--- config.mk ---
export PLATFORM = sky130hd
export DESIGN_NAME = fp_posit_mul_lanes
export DESIGN_NICKNAME = d
export VERILOG_FILES = /design/src/rtl/fp_posit_mul_lanes.sv
export SDC_FILE = /design/constraint.sdc
export NUM_CORES = 1
export LEC_CHECK = 0
export CELL_PAD_IN_SITES_DETAIL_PLACEMENT = 0
export CELL_PAD_IN_SITES_GLOBAL_PLACEMENT = 1
export CORE_MARGIN = 2
export CORE_UTILIZATION = 45
export CTS_BUF_LIST = sky130_fd_sc_hd__clkbuf_4 sky130_fd_sc_hd__clkbuf_8 sky130_fd_sc_hd__clkbuf_16
export CTS_CLUSTER_DIAMETER = 60
export DETAILED_ROUTE_END_ITERATION = 10
export GPL_TIMING_DRIVEN = 0
export HOLD_SLACK_MARGIN = 0.12
export PLACE_DENSITY = 0.85
export SYNTH_ARGS = -nofsm -noshare
export SYNTH_HDL_FRONTEND = slang
export SYNTH_SLANG_ARGS = --single-unit
export TNS_END_PERCENT = 5
--- constraint.sdc ---
create_clock -name clk -period 8.4 [get_ports clk]
set_input_delay 1.68 -clock clk [delete_from_list [all_inputs] [get_ports clk]]
set_output_delay 1.68 -clock clk [all_outputs]
set_load 0.01 [all_outputs]
--- src/rtl/fp_posit_mul_lanes.sv ---
// Bit-serial sign-magnitude posit weight, MSB first, broadcast to LANES FP activations.
// Optional `FP_POSIT_NAR_EN adds a registered NaR flag output (nar).
module fp_posit_mul_lanes #(
    parameter int LANES         = 4,
    parameter int ACT_WIDTH     = 16,
    parameter int EXP_WIDTH     = 5,
    parameter int MAN_WIDTH     = 10,
    parameter int PMAX          = 8,
    parameter int ES            = 1,
    parameter int WFRAC         = 5,
    parameter int EXP_OUT_WIDTH = 8
) (
    input  logic                                    clk,
    input  logic                                    rst,
    input  logic [LANES*ACT_WIDTH-1:0]              act,
    input  logic                                    w,
    input  logic                                    valid,
    input  logic                                    set,
    input  logic [3:0]                              precision,
    output logic [LANES-1:0]                        sign_out,
    output logic [LANES*EXP_OUT_WIDTH-1:0]          exp_out,
    output logic [LANES*(MAN_WIDTH+WFRAC+2)-1:0]    man_out,
    output logic                                    start_acc,
`ifdef FP_POSIT_NAR_EN
    output logic                                    nar,
`endif
    output logic                                    done
);
    localparam int CW  = $clog2(PMAX + 1);
    localparam int EW  = (ES > 0) ? ES : 1;
    localparam int MW  = MAN_WIDTH + WFRAC + 2;
    localparam int EOW = EXP_OUT_WIDTH;

    // The sign bit is consumed in IDLE so that back-to-back words need no bubble.
    typedef enum logic [1:0] {IDLE, REGIME, EXP, FRAC} state_t;

    state_t                     state, nxt_state;
    logic [CW-1:0]              cnt, nxt_cnt;
    logic [CW-1:0]              prec, prec_clamped;
    logic                       w_sign, nxt_sign;
    logic                       r0, nxt_r0;
    logic [CW-1:0]              run, nxt_run;
    logic [EW-1:0]              e_reg, nxt_e;
    logic [WFRAC-1:0]           frac_reg, nxt_frac;
    logic [CW-1:0]              idx, nxt_idx;
    logic                       nz, nxt_nz;
    logic                       last;
    logic [LANES*ACT_WIDTH-1:0] act_reg;

    logic [EOW-1:0]             k_val, scale;
    logic                       w_nar;
    logic [LANES-1:0]           nxt_sign_out;
    logic [LANES*EOW-1:0]       nxt_exp_out;
    logic [LANES*MW-1:0]        nxt_man_out;
    logic [EXP_WIDTH-1:0]       a_exp;
    logic [MAN_WIDTH-1:0]       a_man;

    always_comb begin
        if (int'(precision) < 3)
            prec_clamped = CW'(3);
        else if (int'(precision) > PMAX)
            prec_clamped = CW'(PMAX);
        else
            prec_clamped = CW'(precision);
    end

    // Bit decoder: every field register is updated with the current bit so the final
    // values are available combinationally on the cycle that consumes the last bit.
    always_comb begin
        nxt_state = state;
        nxt_cnt   = cnt;
        nxt_sign  = w_sign;
        nxt_r0    = r0;
        nxt_run   = run;
        nxt_e     = e_reg;
        nxt_frac  = frac_reg;
        nxt_idx   = idx;
        nxt_nz    = nz;
        last      = 1'b0;
        if (valid) begin
            nxt_cnt = cnt + CW'(1);
            last    = (nxt_cnt == prec);
            case (state)
                IDLE: begin
                    nxt_sign  = w;
                    nxt_r0    = 1'b0;
                    nxt_run   = '0;
                    nxt_e     = '0;
                    nxt_frac  = '0;
                    nxt_idx   = '0;
                    nxt_nz    = 1'b0;
                    nxt_state = REGIME;
                end
                REGIME: begin
                    nxt_nz = nz | w;
                    if (run == '0) begin
                        nxt_r0  = w;
                        nxt_run = CW'(1);
                    end else if (w == r0) begin
                        nxt_run = run + CW'(1);
                    end else begin
                        nxt_idx   = '0;
                        nxt_state = (ES > 0) ? EXP : FRAC;
                    end
                end
                EXP: begin
                    nxt_nz = nz | w;
                    nxt_e[EW-1-int'(idx)] = w;
                    if (int'(idx) >= ES - 1) begin
                        nxt_idx   = '0;
                        nxt_state = FRAC;
                    end else begin
                        nxt_idx = idx + CW'(1);
                    end
                end
                FRAC: begin
                    nxt_nz = nz | w;
                    if (int'(idx) < WFRAC)
                        nxt_frac[WFRAC-1-int'(idx)] = w;
                    nxt_idx = idx + CW'(1);
                end
                default: nxt_state = IDLE;
            endcase
            if (last) begin
                nxt_state = IDLE;
                nxt_cnt   = '0;
            end
        end
    end

    // Per-lane products from the fully decoded weight; an all-zero magnitude is a zero weight.
    always_comb begin
        k_val        = nxt_r0 ? (EOW'(nxt_run) - EOW'(1)) : (EOW'(0) - EOW'(nxt_run));
        scale        = (k_val << ES) + EOW'(nxt_e);
        w_nar        = nxt_sign & ~nxt_nz;
        nxt_sign_out = '0;
        nxt_exp_out  = '0;
        nxt_man_out  = '0;
        a_exp        = '0;
        a_man        = '0;
        for (int i = 0; i < LANES; i++) begin
            a_exp = act_reg[i*ACT_WIDTH + MAN_WIDTH +: EXP_WIDTH];
            a_man = act_reg[i*ACT_WIDTH +: MAN_WIDTH];
            nxt_sign_out[i] = act_reg[i*ACT_WIDTH + ACT_WIDTH - 1] ^ nxt_sign;
            if ((a_exp != '0) && nxt_nz) begin
                nxt_exp_out[i*EOW +: EOW] = EOW'(a_exp) + scale;
                nxt_man_out[i*MW +: MW]   = MW'({1'b1, a_man}) * MW'({1'b1, nxt_frac});
            end
`ifdef FP_POSIT_NAR_EN
            if (w_nar)
                nxt_sign_out[i] = 1'b1;
`endif
        end
    end

    always_ff @(posedge clk or negedge rst) begin
        if (!rst) begin
            state     <= IDLE;
            cnt       <= '0;
            prec      <= CW'(PMAX);
            w_sign    <= 1'b0;
            r0        <= 1'b0;
            run       <= '0;
            e_reg     <= '0;
            frac_reg  <= '0;
            idx       <= '0;
            nz        <= 1'b0;
            act_reg   <= '0;
            sign_out  <= '0;
            exp_out   <= '0;
            man_out   <= '0;
            start_acc <= 1'b0;
            done      <= 1'b0;
`ifdef FP_POSIT_NAR_EN
            nar       <= 1'b0;
`endif
        end else begin
            state    <= nxt_state;
            cnt      <= nxt_cnt;
            w_sign   <= nxt_sign;
            r0       <= nxt_r0;
            run      <= nxt_run;
            e_reg    <= nxt_e;
            frac_reg <= nxt_frac;
            idx      <= nxt_idx;
            nz       <= nxt_nz;
            if (state == IDLE && valid)
                act_reg <= act;
            if (state == IDLE && set)
                prec <= prec_clamped;
            done      <= last;
            start_acc <= last & nxt_nz;
            if (last) begin
                sign_out <= nxt_sign_out;
                exp_out  <= nxt_exp_out;
                man_out  <= nxt_man_out;
`ifdef FP_POSIT_NAR_EN
                nar      <= w_nar;
`endif
            end
        end
    end

`ifndef FP_POSIT_NAR_EN
    logic unused_nar;
    assign unused_nar = w_nar;
`endif

endmodule

==> metrics.yaml <==
dieWidth_um: 195
largest_reg_flops: 68
maxSlewViolCount: 0
synth_common_cells: "inv_1, nand2_1, dfrtp_1"
drc_errors: 0
grt_pass1_wl_um: 71800
path_common_cell: "inv_1"
clock_sinks: 197
die_h_um: 195
p_clk_share_pct: 12.4
dpl.hpwl_um: 35100
finalSetupViolCount: 0
hp-class: "reg -> reg"
rows: 70
grt_max_degree: 105
core_area_sq_um: 36300
wl_um: 44700
finClkSkew_ns: 0.0119
r2r_end: "man_out[49]"
worstReg2RegStart: "idx[0]"
tightest_slew_ns: 1.21
p_seq_share_pct: 26.9
syn-num-nets: 2110
avgViaCountPerCell: 5.25
swShare_pct: 47.5
clock_path_buffers: 2
yosysMostFrequentCell: "inv_1"
clk_pin_slew_ns: 0.07
port_buffers: 177
max_stage_delay_ns: 0.64
n_fill_cell: 3257
vdd_drop_max_mv: 0.151
power_density_nw_per_um2: 327
start_util_pct: 45.4
drive_gt1_share_pct: 6.26
p_leak_nw: 9.48
synth-simple-area-share_pct: 14.9
rr_worst_depth: 25
die-area_sq_um: 38200
crit_chain: "clkdlybuf4s50_1, inv_1, nor2_1, mux2_2, a22o_1, inv_1, clkbuf_1, clkbuf_2, nor2_1, fa_1, inv_1, fa_1, fa_1, inv_1, ha_1, nor2b_1, o31a_1, or4_1, a221o_1, a31oi_1, xor2_1, o31ai_1"
ys.flop_type: "dfrtp_1"
drt-initial-drc-count: 707
postLayoutCoreUtil_pct: 53.5
maxSlewHeadroom_pct: 19.5
yosysSeqAreaShare_pct: 29.9
syn_to_final_growth_pct: 17.8
synthAdderAreaFrac_pct: 28.2
syn_inst: 1757
post_cts_buffers: 0
insertedDiodeCount: 0
p_total_mw: 6.35
cts-root-buf: "clkbuf_16"
worstPathArrival_ns: 8.28
clk_latency_ns: 0.47
cp-end-kind: "flip-flop"
final_area_sq_um: 19400
gp_congestion: 0.900
cap_violations: 0
cp_slowest_cell: "clkbuf_1"
hold_slack_ns: 0.471
grt_use_total_pct: 24.6
wire_per_inst_um: 18.3
synth_mux_area_share_pct: 5.04
min_from: "man_out[3]"
io_pins: 179
synthTopCellsByArea: "dfrtp_1, fa_1, ha_1"
grt-ovfl-total: 0
cp_max_fo: 10
vias: 12800
cp.required_ns: 8.72
synth_top_family_by_area: "adder cells"
synth_compound_gate_area_share_pct: 9.82
max_clock_freq_mhz: 126
ys_warn_count: 0
rrSetupSlack_ns: 1.03
p_switching_mw: 3.02
period_share_pct: 94.7
placed_area_sq_um: 18900
hold_depth: 2
avgSynthCellArea_sq_um: 9.39
internal_power_mw: 3.34
syn_area_sq_um: 16500
stdcell_count: 2434
cts_tree: "done"
status: "completed"
min_period_ns: 7.96
postRouteAntennaNets: 0
critical_path_class: "in -> reg"
synth_top_area_share_pct: 29.7
synth_cell_types: 63
comb_power_share_pct: 60.7
cts_buffers: 17
antenna_found_initial: 0
place_inst: 2403
synth_seq_cells: 197
finalHoldViolCount: 0
rsz0062_at_grt: "no"
cts_max_level: 4
synth_edf_count: 0
hold_path_end: "man_out[3]"
firstDrtPassIters: 5
cp-start-kind: "primary input"
grt_pass1_vias: 13200
nets: 2307
synth_top_area_cell: "dfrtp_1"
synth-xor-area-share_pct: 3.72
async_reset_ff_share_pct: 100
timing repair:
action / in CTS / in global routing
resized for setup: 0 / 2
hold buffers: 0 / 0
endpoints found under the setup margin: 0 / 1
power by group through the flow:
stage | Combinational, mW | Sequential, mW | Clock (mW)
after CTS | 3.86 | 1.71 | 0.803
final | 3.85 | 1.71 | 0.789
after global placement | 3.75 | 1.71 | 0
after detailed placement | 3.84 | 1.72 | 0
after global routing | 4.36 | 1.76 | 0.842
after floorplan | 2.61 | 1.64 | 0
layer usage:
layer / wire, um / part of all wire [%] / vias to the layer above / track usage [%]
met2: 20600 / 46 / 378 / 40.2
li1: - / - / 6011 / -
met1: 19600 / 44 / 6292 / 32.2
met4: 1790 / 4.0 / 0 / 10.8
met3: 2650 / 5.9 / 97 / 4.34
met5: 0 / 0 / - / 0
metrics by stage:
step	TNS (ns)	worst slack (ns)
after floorplan	0	1.54
after global placement	-534.25	-2.76
after detailed placement	-0.242	-0.242
after CTS	0	0.220
after global routing	0	0.199
final	0	0.443
cells in the final DEF (no fill, tap or decap), types with 15 or more instances in the layout:
cell	n
o41ai_1	15
ha_1	128
clkdlybuf4s50_1	176
xor2_1	36
nor2b_1	22
clkbuf_16	17
clkbuf_1	50
o21ai_0	77
nand3_1	32
o31ai_1	46
fa_1	152
a21o_1	19
dfrtp_1	196
a21oi_1	31
and2_1	88
mux2_2	72
inv_1	317
xnor2_1	31
nor2_1	93
nand2_1	228
final cells by class:
cell class                      instances  area (sq um)  area share (%)
Clock buffer                           19           447            2.30
Sequential cell                       197          4930            25.4
Inverter                              319          1200            6.16
Tap cell                              468           586            3.01
Multi-Input combinational cell       1187         10200            52.3
Buffer                                 54           206            1.06
Clock inverter                         12          96.3           0.496
Timing Repair Buffer                  178          1800            9.29
cell families (layout without fill, tap and decap cells):
family | Yosys count | count (layout)
simple gates | 522 | 522
buf+inv | 373 | 582
fa+ha+maj | 280 | 280
compound gates | 243 | 243
flops | 197 | 197
mux | 74 | 74
xor+xnor | 68 | 68
worst max-delay path by stage:
stage               startpoint          end  slack [ns]
floorplan                valid  man_out[49]        1.54
global placement           rst  exp_out[21]       -2.76
finish                       w  man_out[49]        0.44
CTS                          w  man_out[49]        0.22
detailed placement           w  man_out[49]       -0.24
global route                 w  man_out[49]        0.20
worst max-delay path: cells and delay by family:
kind	cells	cell delay [ns]
buffers and inverters	7	1.98
AOI/OAI and AO/OA	5	1.23
muxes	1	0.28
adders and majority gates	4	1.90
and+or+nand+nor	4	0.83
xor gates and xnor gates	1	0.37
Power figures use the tool's default switching activity.
